[src/rtl/vga_pong_render.sv]
// Pong pixel-colour stage: per-frame game update during vertical blank, registered RGB332 output.
// Optional build macro VGA_BORDER_EN draws a 4-pixel border and moves walls/paddle clamps inward.

module vga_pong_render #(
    parameter logic [9:0] H_OFFSET   = 10'd144,
    parameter logic [9:0] V_OFFSET   = 10'd31,
    parameter logic [9:0] H_ACTIVE   = 10'd640,
    parameter logic [9:0] V_ACTIVE   = 10'd480,
    parameter logic [9:0] BALL_SIZE  = 10'd8,
    parameter logic [9:0] BALL_STEP  = 10'd2,
    parameter logic [9:0] PAD_WIDTH  = 10'd64,
    parameter logic [9:0] PAD_HEIGHT = 10'd8,
    parameter logic [9:0] PAD_Y      = 10'd456,
    parameter logic [9:0] PAD_STEP   = 10'd4,
    parameter logic [7:0] COL_BALL   = 8'hFC,
    parameter logic [7:0] COL_PAD    = 8'h1C,
    parameter logic [7:0] COL_BG     = 8'h00,
    parameter logic [7:0] COL_BORDER = 8'hE0
) (
    input  logic       Clk_Pixel,
    input  logic       Rst_N,
    input  logic [9:0] H_Pixel_Count,
    input  logic [9:0] V_Line_Count,
    input  logic       H_Enable_Write,
    input  logic       V_Enable_Write,
    input  logic       Btn_Left,
    input  logic       Btn_Right,
    input  logic       Pause,
    output logic [7:0] Rgb_Out,
    output logic       Frame_Tick,
    output logic       Miss_Pulse
);

`ifdef VGA_BORDER_EN
    localparam logic [9:0] LIM = 10'd4;
`else
    localparam logic [9:0] LIM = 10'd0;
`endif
    localparam logic [9:0] PAD_X_MAX   = H_ACTIVE - LIM - PAD_WIDTH;
    localparam logic [9:0] BALL_X_MAX  = H_ACTIVE - LIM - BALL_SIZE;
    localparam logic [9:0] BALL_Y_MISS = V_ACTIVE - BALL_SIZE;
    localparam logic [9:0] BLANK_LINE  = V_OFFSET + V_ACTIVE;
    localparam logic [9:0] PAD_X_INIT  = 10'd288;
    localparam logic [9:0] BALL_X_INIT = 10'd316;
    localparam logic [9:0] BALL_Y_INIT = 10'd236;

    typedef enum logic [1:0] {S_WAIT, S_PAD, S_BALL_X, S_BALL_Y} state_t;

    state_t     state_q, state_d;
    logic       btn_l_meta_q, btn_l_meta_d, btn_l_sync_q, btn_l_sync_d;
    logic       btn_r_meta_q, btn_r_meta_d, btn_r_sync_q, btn_r_sync_d;
    logic [9:0] x_q, x_d, y_q, y_d;
    logic [7:0] rgb_q, rgb_d;
    logic       frame_tick_q, frame_tick_d;
    logic       miss_pulse_q, miss_pulse_d;
    logic [9:0] pad_x_q, pad_x_d;
    logic [9:0] ball_x_q, ball_x_d;
    logic [9:0] ball_y_q, ball_y_d;
    logic       dir_right_q, dir_right_d;
    logic       dir_down_q, dir_down_d;
    logic       in_ball, in_pad, in_border, pad_hit;

    // Render pipeline: stage 1 converts counts to active coordinates, stage 2 picks the colour.
    always_comb begin
        btn_l_meta_d = Btn_Left;
        btn_l_sync_d = btn_l_meta_q;
        btn_r_meta_d = Btn_Right;
        btn_r_sync_d = btn_r_meta_q;
        x_d          = H_Pixel_Count - H_OFFSET;
        y_d          = V_Line_Count - V_OFFSET;
        frame_tick_d = (H_Pixel_Count == 10'd0) && (V_Line_Count == BLANK_LINE);

        in_ball = (x_q >= ball_x_q) && (x_q < ball_x_q + BALL_SIZE) &&
                  (y_q >= ball_y_q) && (y_q < ball_y_q + BALL_SIZE);
        in_pad  = (x_q >= pad_x_q) && (x_q < pad_x_q + PAD_WIDTH) &&
                  (y_q >= PAD_Y) && (y_q < PAD_Y + PAD_HEIGHT);
`ifdef VGA_BORDER_EN
        in_border = (x_q < 10'd4) || (x_q >= H_ACTIVE - 10'd4) || (y_q < 10'd4);
`else
        in_border = 1'b0;
`endif
        if (!(H_Enable_Write && V_Enable_Write)) rgb_d = 8'h00;
        else if (in_ball)                        rgb_d = COL_BALL;
        else if (in_pad)                         rgb_d = COL_PAD;
        else if (in_border)                      rgb_d = COL_BORDER;
        else                                     rgb_d = COL_BG;
    end

    // Game update: one state per cycle; comparisons precede subtraction so nothing underflows.
    always_comb begin
        state_d      = state_q;
        pad_x_d      = pad_x_q;
        ball_x_d     = ball_x_q;
        ball_y_d     = ball_y_q;
        dir_right_d  = dir_right_q;
        dir_down_d   = dir_down_q;
        miss_pulse_d = 1'b0;
        pad_hit = (ball_y_q + BALL_SIZE <= PAD_Y) &&
                  (ball_y_q + BALL_SIZE + BALL_STEP >= PAD_Y) &&
                  (ball_x_q + BALL_SIZE > pad_x_q) &&
                  (ball_x_q < pad_x_q + PAD_WIDTH);
        case (state_q)
            S_WAIT: begin
                if (frame_tick_q && !Pause) state_d = S_PAD;
            end
            S_PAD: begin
                state_d = S_BALL_X;
                if (btn_l_sync_q && !btn_r_sync_q) begin
                    if (pad_x_q < PAD_STEP + LIM) pad_x_d = LIM;
                    else                          pad_x_d = pad_x_q - PAD_STEP;
                end else if (btn_r_sync_q && !btn_l_sync_q) begin
                    if (pad_x_q + PAD_STEP >= PAD_X_MAX) pad_x_d = PAD_X_MAX;
                    else                                 pad_x_d = pad_x_q + PAD_STEP;
                end
            end
            S_BALL_X: begin
                state_d = S_BALL_Y;
                if (dir_right_q) begin
                    if (ball_x_q + BALL_STEP >= BALL_X_MAX) begin
                        ball_x_d    = BALL_X_MAX;
                        dir_right_d = 1'b0;
                    end else begin
                        ball_x_d = ball_x_q + BALL_STEP;
                    end
                end else if (ball_x_q <= LIM + BALL_STEP) begin
                    ball_x_d    = LIM;
                    dir_right_d = 1'b1;
                end else begin
                    ball_x_d = ball_x_q - BALL_STEP;
                end
            end
            S_BALL_Y: begin
                state_d = S_WAIT;
                if (!dir_down_q) begin
                    if (ball_y_q <= LIM + BALL_STEP) begin
                        ball_y_d   = LIM;
                        dir_down_d = 1'b1;
                    end else begin
                        ball_y_d = ball_y_q - BALL_STEP;
                    end
                end else if (pad_hit) begin
                    ball_y_d   = PAD_Y - BALL_SIZE;
                    dir_down_d = 1'b0;
                end else if (ball_y_q + BALL_STEP >= BALL_Y_MISS) begin
                    ball_x_d     = BALL_X_INIT;
                    ball_y_d     = BALL_Y_INIT;
                    dir_down_d   = 1'b0;
                    miss_pulse_d = 1'b1;
                end else begin
                    ball_y_d = ball_y_q + BALL_STEP;
                end
            end
            default: state_d = S_WAIT;
        endcase
    end

    always_ff @(posedge Clk_Pixel or negedge Rst_N) begin
        if (!Rst_N) begin
            state_q      <= S_WAIT;
            btn_l_meta_q <= 1'b0;
            btn_l_sync_q <= 1'b0;
            btn_r_meta_q <= 1'b0;
            btn_r_sync_q <= 1'b0;
            x_q          <= 10'd0;
            y_q          <= 10'd0;
            rgb_q        <= 8'h00;
            frame_tick_q <= 1'b0;
            miss_pulse_q <= 1'b0;
            pad_x_q      <= PAD_X_INIT;
            ball_x_q     <= BALL_X_INIT;
            ball_y_q     <= BALL_Y_INIT;
            dir_right_q  <= 1'b1;
            dir_down_q   <= 1'b0;
        end else begin
            state_q      <= state_d;
            btn_l_meta_q <= btn_l_meta_d;
            btn_l_sync_q <= btn_l_sync_d;
            btn_r_meta_q <= btn_r_meta_d;
            btn_r_sync_q <= btn_r_sync_d;
            x_q          <= x_d;
            y_q          <= y_d;
            rgb_q        <= rgb_d;
            frame_tick_q <= frame_tick_d;
            miss_pulse_q <= miss_pulse_d;
            pad_x_q      <= pad_x_d;
            ball_x_q     <= ball_x_d;
            ball_y_q     <= ball_y_d;
            dir_right_q  <= dir_right_d;
            dir_down_q   <= dir_down_d;
        end
    end

    assign Rgb_Out    = rgb_q;
    assign Frame_Tick = frame_tick_q;
    assign Miss_Pulse = miss_pulse_q;

endmodule

[config.mk]
export PLATFORM = sky130hd
export DESIGN_NAME = vga_pong_render
export DESIGN_NICKNAME = d
export VERILOG_FILES = /design/src/rtl/vga_pong_render.sv
export SDC_FILE = /design/constraint.sdc
export NUM_CORES = 1
export LEC_CHECK = 0
export CAP_MARGIN = 20
export CORE_ASPECT_RATIO = 1.4
export CORE_UTILIZATION = 38
export CTS_BUF_LIST = sky130_fd_sc_hd__clkbuf_2 sky130_fd_sc_hd__clkbuf_4 sky130_fd_sc_hd__clkbuf_8
export CTS_CLUSTER_DIAMETER = 60
export DETAILED_ROUTE_END_ITERATION = 6
export GPL_TIMING_DRIVEN = 0
export SLEW_MARGIN = 10
export SYNTH_ARGS = -nofsm -noshare
export SYNTH_HDL_FRONTEND = slang
export SYNTH_SLANG_ARGS = --single-unit
[constraint.sdc]
create_clock -name Clk_Pixel -period 6.15 [get_ports Clk_Pixel]
set_clock_uncertainty 0.2 [all_clocks]
set_input_delay 0.9225 -clock Clk_Pixel [delete_from_list [all_inputs] [get_ports Clk_Pixel]]
set_output_delay 0.9225 -clock Clk_Pixel [all_outputs]
set_load 0.01 [all_outputs]
==> impl_metrics.tcl, run 1 <==
set metrics [dict create \
    tns_ps 0 \
    num_vias 4802 \
    cts_resized 0 \
    place.gp.congestion 0.951 \
    fin_cells 855 \
    cts_sinks 56 \
    grt_pass1_vias 4688 \
    antenna_found_initial 0 \
    grt_pass1_wl_um 23600 \
    htree_num_levels 2 \
    period_minus_slack_ps 4740 \
    switching_share_pct 49.8 \
    row_count 50 \
    port_buffers 34 \
    synthCells 630 \
    die-area_mm2 0.0144 \
    avgSynthCellArea_um2 8.40 \
    wl_met1_um 5650 \
    cp_slowest_cell "dfstp_2" \
    synth_flop_cell "dfrtp_1" \
    cts.clk_slew.worst_paths_ps 110 \
    core-area_mm2 0.0135 \
    start_util_pct 39.2 \
    cts_buffers 5 \
    switchingPower_uw 1150 \
    grt-ovfl-total 0 \
    worstSetupStartpointType "register" \
    startpoint "ball_x_q[8]" \
    period_share_pct 77.1 \
    drive_gt1_share_pct 6.84 \
    cp_slowest_stage_delay_ps 590 \
    maxSlewHeadroom_pct 27.9 \
    status "finished clean" \
    vias_per_cell 5.62 \
    max_cap_viol_count 0 \
    hold_start "btn_l_meta_q" \
    wl_met3_um 435 \
    cts_buffer_depth 2 \
    die_x_um 102 \
    drt_iter0_markers 211 \
    synth-seq-cells 56 \
    finalMaxSlewViolations 0 \
    wl_met2_um 7690 \
    rsz0062_at_grt "false" \
    internal_power_uw 1160 \
    synth_seq_area_share_pct 26.8 \
    ioPinCount 37 \
    pre_cts_slack_ps 1450 \
    drt_first_pass_iters 5 \
    top_layer "met4" \
    hold_viol_final 0 \
    p_leak_uw 0.00246 \
    async_flop_share_pct 100 \
    cp_max_fo 10 \
    post-cts-setup-buffers 0 \
    timing.fmax_mhz 211 \
    antenna_cells 0 \
    crit_arrival_ps 4740 \
    hold_buffers 0 \
    worstPathRequired_ps 6150 \
    syn_area_mm2 0.00530 \
    setup_slack_ps 1410 \
    cts-root-buf "clkbuf_8" \
    hold_path_class "register to register" \
    synth_edf_count 0 \
    ys_types 71 \
    cts_tree "yes" \
    power_density_mw_per_mm2 387 \
    timing.hold.ws_ps 160 \
    place_hpwl_um 11200 \
    area_growth_pct 12.6 \
    worstSetupPathType "register to register" \
    endpoint_kind "register" \
    grt_max_degree 57 \
    power_frac_clock_pct 9.7 \
    wl_per_cell_um 16.6 \
    reg2reg_from "ball_x_q[8]" \
    path_cells "clkbuf_1 > inv_1 > or3_1 > xnor2_1 > ha_1 > nand4_1 > nor3_1 > a2111oi_0 > nand4b_1 > o41ai_4 > nor3_2 > buf_4 > o311ai_1" \
    yosys_warnings 0 \
    track_usage_pct 20.8 \
    comb_power_share_pct 65.3 \
    insertion_delay_ps 330 \
    r2r_slack_ps 1410 \
    die_h_um 142 \
    nets 782 \
    ir_drop_v 0.000193 \
    place_inst 847 \
    power_uw 2310 \
    setup_viol 0 \
    drtAntennaViolNets 0 \
    worst_pin_slew_ps 1070 \
    drc 0 \
    pwr-share-seq_pct 25.1 \
    finalWirelength_um 14200 \
]
-- Yosys cell counts, types with 4 or more instances --
cell	count	area share [%]
dfstp_2	13	6.5
buf_4	9	1.3
xnor2_1	25	4.1
clkbuf_1	22	1.6
nand3_1	32	3.0
nand2_1	45	3.2
nor2_1	42	3.0
a211o_1	4	0.66
o21a_1	7	0.99
inv_1	54	3.8
nor2b_1	8	0.95
a31oi_1	10	1.2
dfrtp_1	43	20
nor4_1	12	1.4
o221ai_1	4	0.66
nor3_1	20	1.9
nand4_1	11	1.3
a21oi_1	34	3.2
a211oi_1	4	0.57
ha_1	83	20
nand2b_1	5	0.59
o21ai_0	39	3.7
xor2_1	8	1.3
or2_2	4	0.47
o31a_1	4	0.66
or3_1	8	0.95
o31ai_1	8	1.1
o32ai_1	5	0.83
o32a_1	4	0.76
and3_1	5	0.59
-- placed cells by master (no fill, tap or decap), drive strengths merged, types with 5 or more instances in the layout --
cell | Yosys | layout
and3 | 5 | 5
nand2b | 5 | 5
dfstp | 13 | 13
ha | 83 | 83
o21ai | 39 | 39
inv | 55 | 56
nand2 | 45 | 45
xor2 | 8 | 8
a31oi | 10 | 10
nand4 | 11 | 11
a211oi | 5 | 5
nor3 | 21 | 21
clkdlybuf4s50 | 0 | 33
o32ai | 5 | 5
a21oi | 34 | 34
nand3 | 32 | 32
clkbuf | 22 | 27
nor2b | 8 | 8
xnor2 | 26 | 26
o21a | 7 | 7
or3 | 8 | 8
nor2 | 42 | 42
o31ai | 8 | 8
dfrtp | 43 | 43
nor4 | 13 | 13
buf | 11 | 12
-- final cells by class --
cell class                 instances  area, µm²
timing repair buffer              34        338
inverter                          55        206
clock buffer                       5       68.8
tap                              182        228
fill                            1366       7550
clock inverter                     3       27.5
sequential                        56       1420
multi-input combinational        487       3520
buffer                            33        159
-- power by group through the flow --
stage                     Sequential [µW]  Combinational (µW)  Clock [µW]
after floorplan                       549                1130           0
after global placement                583                1440           0
after detailed placement              586                1490           0
after global routing                  591                1720         251
final                                 578                1510         223
after CTS                             579                1500         234
-- worst max-delay path: cells and delay by family, from the launching register on --
family	cells	cell delay, ps
and+or+nand+nor	5	1040
buffers and inverters	3	730
DFF	1	590
AOI/OAI and AO/OA	3	1490
adders and majority gates	1	300
xor gates and xnor gates	1	240
-- cell families (layout without fill, tap and decap cells) --
| kind of cell | Yosys count | after routing | share of synthesized area (%) |
|---|---|---|---|
| DFF | 56 | 56 | 26.8 |
| and+or+nand+nor | 206 | 206 | 19.6 |
| xor gates and xnor gates | 35 | 35 | 6.19 |
| muxes | 1 | 1 | 0.213 |
| other | 1 | 2 | 0.0708 |
| AOI/OAI and AO/OA | 160 | 160 | 20.7 |
| adders and majority gates | 83 | 83 | 19.6 |
| buffers and inverters | 88 | 130 | 6.90 |
-- stage by stage --
stage               area, µm²  util [%]
global placement         5870      43.4
global route             5960      44.1
floorplan                5300         -
finish                   5960      44.1
detailed placement       5860      43.4
CTS                      5960      44.1
-- sequential cells by signal, summed over array words and instances (netlist names), 2 cells and up --
| name | flops |
|---|---|
| Rgb_Out | 2 |
| ball_x_q | 9 |
| ball_y_q | 9 |
| x_q | 9 |
| state_q | 2 |
| pad_x_q | 8 |
| y_q | 9 |
-- per-layer routing --
metal / track usage [%] / vias up
met2: 38.2 / 120
met5: 0 / -
met1: 24.1 / 2282
met4: 9.15 / 0
li1: - / 2375
met3: 1.97 / 25
-- worst paths after layout --
kind / cells past startpoint / to
max reg2reg: 13 / ball_x_q[6]
min in group asynchronous: 1 / Miss_Pulse
max: 13 / ball_x_q[6]
min: 0 / btn_l_sync_q
max in group asynchronous: 1 / Rgb_Out[4]
min reg2reg: 0 / btn_l_sync_q
No activity file was read; power rests on OpenSTA's default activity.
==> run 2: changes to the inputs <==
- clock period: 6.15 -> 4.3 ns (I/O delays scaled with it)
==> run 2 against run 1 <==
Compared with the run above:
- final cell count fell by 0.12%
- critical path depth is the same
- cell area rose by 0.27%
- worst hold slack is essentially flat
- sequential cell count did not move
- power rose by 44%
- register-to-register slack worse by 1200 ps
- sequential share of layout area is 0.065 points lower
- die area is the same
- sequential power grew 45%
- global-route usage is 0.083 points higher
- fmax is 17% higher
==> impl_metrics.tcl, run 2 (synthesis gave the netlist of run 1 again) <==
set metrics [dict create \
    status "finished clean" \
    endpoint_kind "register" \
    antenna_found_initial 0 \
    cp_num_buf_inv 1 \
    drt_iter0_markers 247 \
    max_cap_viol_count 0 \
    rsz0062_at_grt "false" \
    worstSetupStartpointType "register" \
    grt-ovfl-total 0 \
    worstSetupPathType "register to register" \
    cts_sinks 56 \
    place_hpwl_um 11200 \
    worst_pin_slew_ps 1050 \
    power_density_mw_per_mm2 554 \
    path_cells "ha_2 > nand2_1 > or3_1 > xnor2_1 > ha_1 > nand4_1 > nor3_1 > a2111oi_1 > nand4b_1 > o41ai_4 > buf_4 > nor2_1 > or3_1" \
    row_count 50 \
    grt_pass1_vias 4697 \
    drt_first_pass_iters 5 \
    hold_path_class "register to register" \
    ioPinCount 37 \
    wl_per_cell_um 16.7 \
    critical_path.most_common_cell "or3_1" \
    place.gp.congestion 0.951 \
    hold_viol_final 0 \
    layout_commonest_cell "ha_1" \
    start_util_pct 39.2 \
    timing.hold.ws_ps 160 \
    cp_slowest_cell "dfstp_2" \
    period_minus_slack_ps 4060 \
    grt_max_degree 57 \
    area_growth_pct 12.9 \
    drive_gt1_share_pct 7.89 \
    finalWirelength_um 14300 \
    antenna_cells 0 \
    insertion_delay_ps 330 \
    fillerInstances 1366 \
    die-area_mm2 0.0144 \
    ir_drop_v 0.000274 \
    grt_pass1_wl_um 23700 \
    final_core_utilization_pct 44.2 \
    hold_buffers 0 \
    final_area_mm2 0.00598 \
    maxSlewHeadroom_pct 29.1 \
    crit_family "simple AND/OR/NAND/NOR gates" \
    worstPathRequired_ps 4360 \
    die_h_um 142 \
    port_buffers 34 \
    cts-root-buf "clkbuf_8" \
    cts_buffers 5 \
    cts_tree "yes" \
    die_x_um 102 \
    placed_cell_area_mm2 0.00586 \
    layout_common_cells "82 x ha_1, 54 x inv_1, 45 x nand2_1" \
    pre_cts_slack_ps -404 \
    cts.clk_slew.worst_paths_ps 120 \
    finalMaxSlewViolations 0 \
    p_leak_uw 0.00248 \
    num_vias 4823 \
    setup_viol 0 \
    cp_max_fo 7 \
    setup_slack_ps 243 \
    drc 0 \
    track_usage_pct 20.9 \
    vias_per_cell 5.65 \
    htree_num_levels 2 \
    cts_buffer_depth 2 \
    core-area_mm2 0.0135 \
    r2r_slack_ps 240 \
    drtAntennaViolNets 0 \
    nets 781 \
    crit_arrival_ps 4120 \
    timing.fmax_mhz 247 \
    period_share_pct 94.3 \
    cp_slowest_stage_delay_ps 600 \
]
[run 2: layout make-up]
| type | instances | area (µm²) | share of cell area (%) |
|---|---|---|---|
| Multi-Input combinational cell | 487 | 3530 | 59.0 |
| Sequential cell | 56 | 1420 | 23.7 |
| Timing Repair Buffer | 35 | 345 | 5.78 |
| Tap cell | 182 | 228 | 3.81 |
| Inverter | 55 | 206 | 3.45 |
| Buffer | 31 | 156 | 2.62 |
| Clock buffer | 5 | 68.8 | 1.15 |
| Clock inverter | 3 | 27.5 | 0.461 |
[run 2: worst register-to-register path, delay by kind of cell, from the launching register on]
family                   cells  cell delay, ps
flip-flops                   1             600
adder cells (fa/ha/maj)      2             580
AO/OA/AOI/OAI                2             820
XOR/XNOR                     1             240
buffers and inverters        1             250
AND/OR/NAND/NOR              7            1310
[run 2: per-layer routing]
| layer | share of wire (%) | GRT usage [%] | wire length, µm | vias to the layer above |
|---|---|---|---|---|
| li1 | - | - | - | 2370 |
| met1 | 40 | 24.3 | 5690 | 2309 |
| met2 | 54 | 38.3 | 7730 | 118 |
| met3 | 2.8 | 1.92 | 406 | 26 |
| met4 | 3.1 | 9.08 | 449 | 0 |
| met5 | 0 | 0 | 0 | - |
[run 2: power by group]
part | internal (µW) | leakage (µW) | total [µW] | switching, µW
clock network | 120 | 0.0000463 | 317 | 197
logic | 865 | 0.00178 | 2160 | 1290
registers | 684 | 0.000653 | 838 | 155
[run 2: what timing repair did]
item / CTS / global route
gates resized for setup: 2 / 8
cloned: 0 / 0
pin swaps: 2 / 2
setup buffers: 1 / 0
endpoints found under the setup margin: 13 / 13
[run 2: metrics by stage]
| stage | total power [µW] | std cells | setup TNS [ps] |
|---|---|---|---|
| global route | 3680 | 854 | 0 |
| CTS | 3310 | 854 | 0 |
| detailed placement | 2960 | 847 | -2560 |
| floorplan | 2400 | 631 | 0 |
| global placement | 2890 | 847 | -2860 |
| finish | 3310 | 854 | 0 |
[run 2: worst paths after layout]
kind                       cells past startpoint          from      endpoint
min in group asynchronous                      1         Rst_N    Miss_Pulse
max in group asynchronous                      1         Rst_N    Rgb_Out[4]
max                                           13   ball_x_q[3]   ball_y_q[3]
max reg2reg                                   13   ball_x_q[3]   ball_y_q[3]
min                                            0  btn_l_meta_q  btn_l_sync_q
min reg2reg                                    0  btn_l_meta_q  btn_l_sync_q
==> run 3: changes to the inputs <==
- CORE_UTILIZATION: 38 -> 35
- clock period: 4.3 -> 3.6 ns (I/O delays scaled with it)
==> run 3 against run 2 <==
Compared with the run above:
- the flow now finishes with violations (setup timing)
- routed wire length increased by 1.9%
- die area up 8.4%
- sequential cell count is the same
- worst hold slack worse by 100 ps
- clock-buffer cell count up 2
- fmax increased by 12%
- largest power group unchanged
==> impl_metrics.tcl, run 3 (synthesis gave the netlist of run 1 again) <==
set metrics [dict create \
    rsz0062_at_grt "true" \
    finalWirelength_um 14600 \
    drt_first_pass_iters 5 \
    core-area_mm2 0.0146 \
    grt_max_degree 57 \
    die_x_um 106 \
    cp_max_fo 5 \
    ir_drop_v 0.000328 \
    reg2reg_from "ball_x_q[3]" \
    area_growth_pct 17.4 \
    setup_slack_ps -38.0 \
    insertion_delay_ps 330 \
    drc 0 \
    timing.fmax_mhz 275 \
    hold_viol_final 0 \
    vias_per_cell 5.59 \
    antenna_cells 0 \
    nets 792 \
    fin_cells 872 \
    place_inst 854 \
    r2r_slack_ps -40 \
    die-area_mm2 0.0156 \
    cts_sinks 56 \
    drive_gt1_share_pct 11.7 \
    startpoint "ball_x_q[3]" \
    htree_num_levels 2 \
    status "complete, but fails checks" \
    start_util_pct 36.2 \
    grt_pass1_wl_um 24200 \
    cts_tree "yes" \
    period_minus_slack_ps 3640 \
    max_cap_viol_count 0 \
    endpoint_kind "register" \
    layout_commonest_cell "ha_1" \
    setup_viol 5 \
    cp_slowest_stage_delay_ps 600 \
    place.gp.congestion 0.873 \
    power_density_mw_per_mm2 677 \
    antenna_found_initial 0 \
    p_leak_uw 0.00258 \
    drt_iter0_markers 242 \
    violations "setup timing" \
    grt.busiest_layer "met2" \
    wl_per_cell_um 16.7 \
    layout_common_cells "81 x ha_1, 54 x inv_1, 44 x nand2_1" \
    num_vias 4873 \
    hold_path_class "input pin to asynchronous set/reset pin" \
    grt_pass1_vias 4954 \
    path_cells "ha_4 > nand2_2 > or3_4 > xnor2_4 > ha_4 > nand4_1 > a211oi_2 > nor3_1 > nand4b_1 > o41ai_4 > buf_4 > nor3_4 > buf_6 > o32a_1" \
    grtUsageMet1_pct 20.9 \
    maxSlewHeadroom_pct 38.7 \
    cts_buffers 5 \
    grt-ovfl-total 0 \
    r2r-end "ball_x_q[4]" \
    worstSetupPathType "register to register" \
    crit_arrival_ps 3700 \
    gr-usage-met2_pct 37.0 \
    finalMaxSlewViolations 0 \
    worstPathRequired_ps 3660 \
    place_hpwl_um 11200 \
    r2r_cells 14 \
    grt_use_met3_pct 2.29 \
    ioPinCount 37 \
    drtAntennaViolNets 0 \
    pre_cts_slack_ps -886 \
    cts.clk_slew.worst_paths_ps 110 \
    period_share_pct 101 \
    die_h_um 148 \
    port_buffers 34 \
    row_count 52 \
    track_usage_pct 19.3 \
    cts_buffer_depth 2 \
    cts-root-buf "clkbuf_8" \
    cp_slowest_cell "dfstp_2" \
    worstSetupStartpointType "register" \
    critical_path.most_common_cell "ha_4" \
    worst_pin_slew_ps 911 \
]
[run 3: cell count changes in the layout (fill, tap and decap cells not counted), sizes merged]
| cell | previous run | this run |
|---|---|---|
| buf | 13 | 26 |
| clkinvlp | 1 | 0 |
| inv | 56 | 55 |
[run 3: cell type report]
class                   count  area (µm²)
multi-input cells         487        3650
clock inverters             1        8.76
repair buffers             48         444
clock buffers               7        90.1
fillers                  1473        8420
plain buffers              29         164
flip-flops and latches     56        1420
well taps                 189         236
inverters                  55         206
[run 3: how the worst max path moves through the flow]
stage	to	slack (ps)
floorplan	ball_x_q[4]	20
global placement	ball_x_q[6]	-860
detailed placement	ball_x_q[6]	-890
CTS	ball_x_q[4]	-80
global route	ball_x_q[3]	-170
finish	ball_x_q[4]	-40
[run 3: metal layers]
| metal | share of wire, % | wire [µm] |
|---|---|---|
| met2 | 54 | 7850 |
| met5 | 0 | 0 |
| met1 | 40 | 5820 |
| met4 | 3.2 | 461 |
| met3 | 2.9 | 422 |
[run 3: worst max-delay path, delay by kind of cell (launching register included)]
family | cells | cell delay [ps]
AO/OA/AOI/OAI | 3 | 830
flip-flops | 1 | 600
adder cells (fa/ha/maj) | 2 | 460
XOR/XNOR | 1 | 150
buffers and inverters | 2 | 350
AND/OR/NAND/NOR | 6 | 980
[run 3: per-stage QoR]
stage	setup TNS (ps)	utilization, %	hold slack [ps]	cell area (µm²)	power (µW)
after floorplan	0	-	44.4	5300	2870
final	-124	42.5	59.2	6220	4210
after global routing	-1120	42.5	139	6220	4610
after CTS	-544	41.9	98.8	6140	4120
after global placement	-16820	40.2	132	5880	3480
after detailed placement	-11900	40.1	143	5880	3550
[run 3: what timing repair did]
item,4_1_cts,5_1_grt
setup endpoints to repair,19,16
buffers inserted,11,2
hold buffers,0,0
pin swaps,2,4
resized for setup,16,22
gates cloned,1,0
[run 3: power by group]
part | switching (µW) | internal, µW
Sequential | 184 | 818
Clock | 228 | 166
Combinational | 1640 | 1170
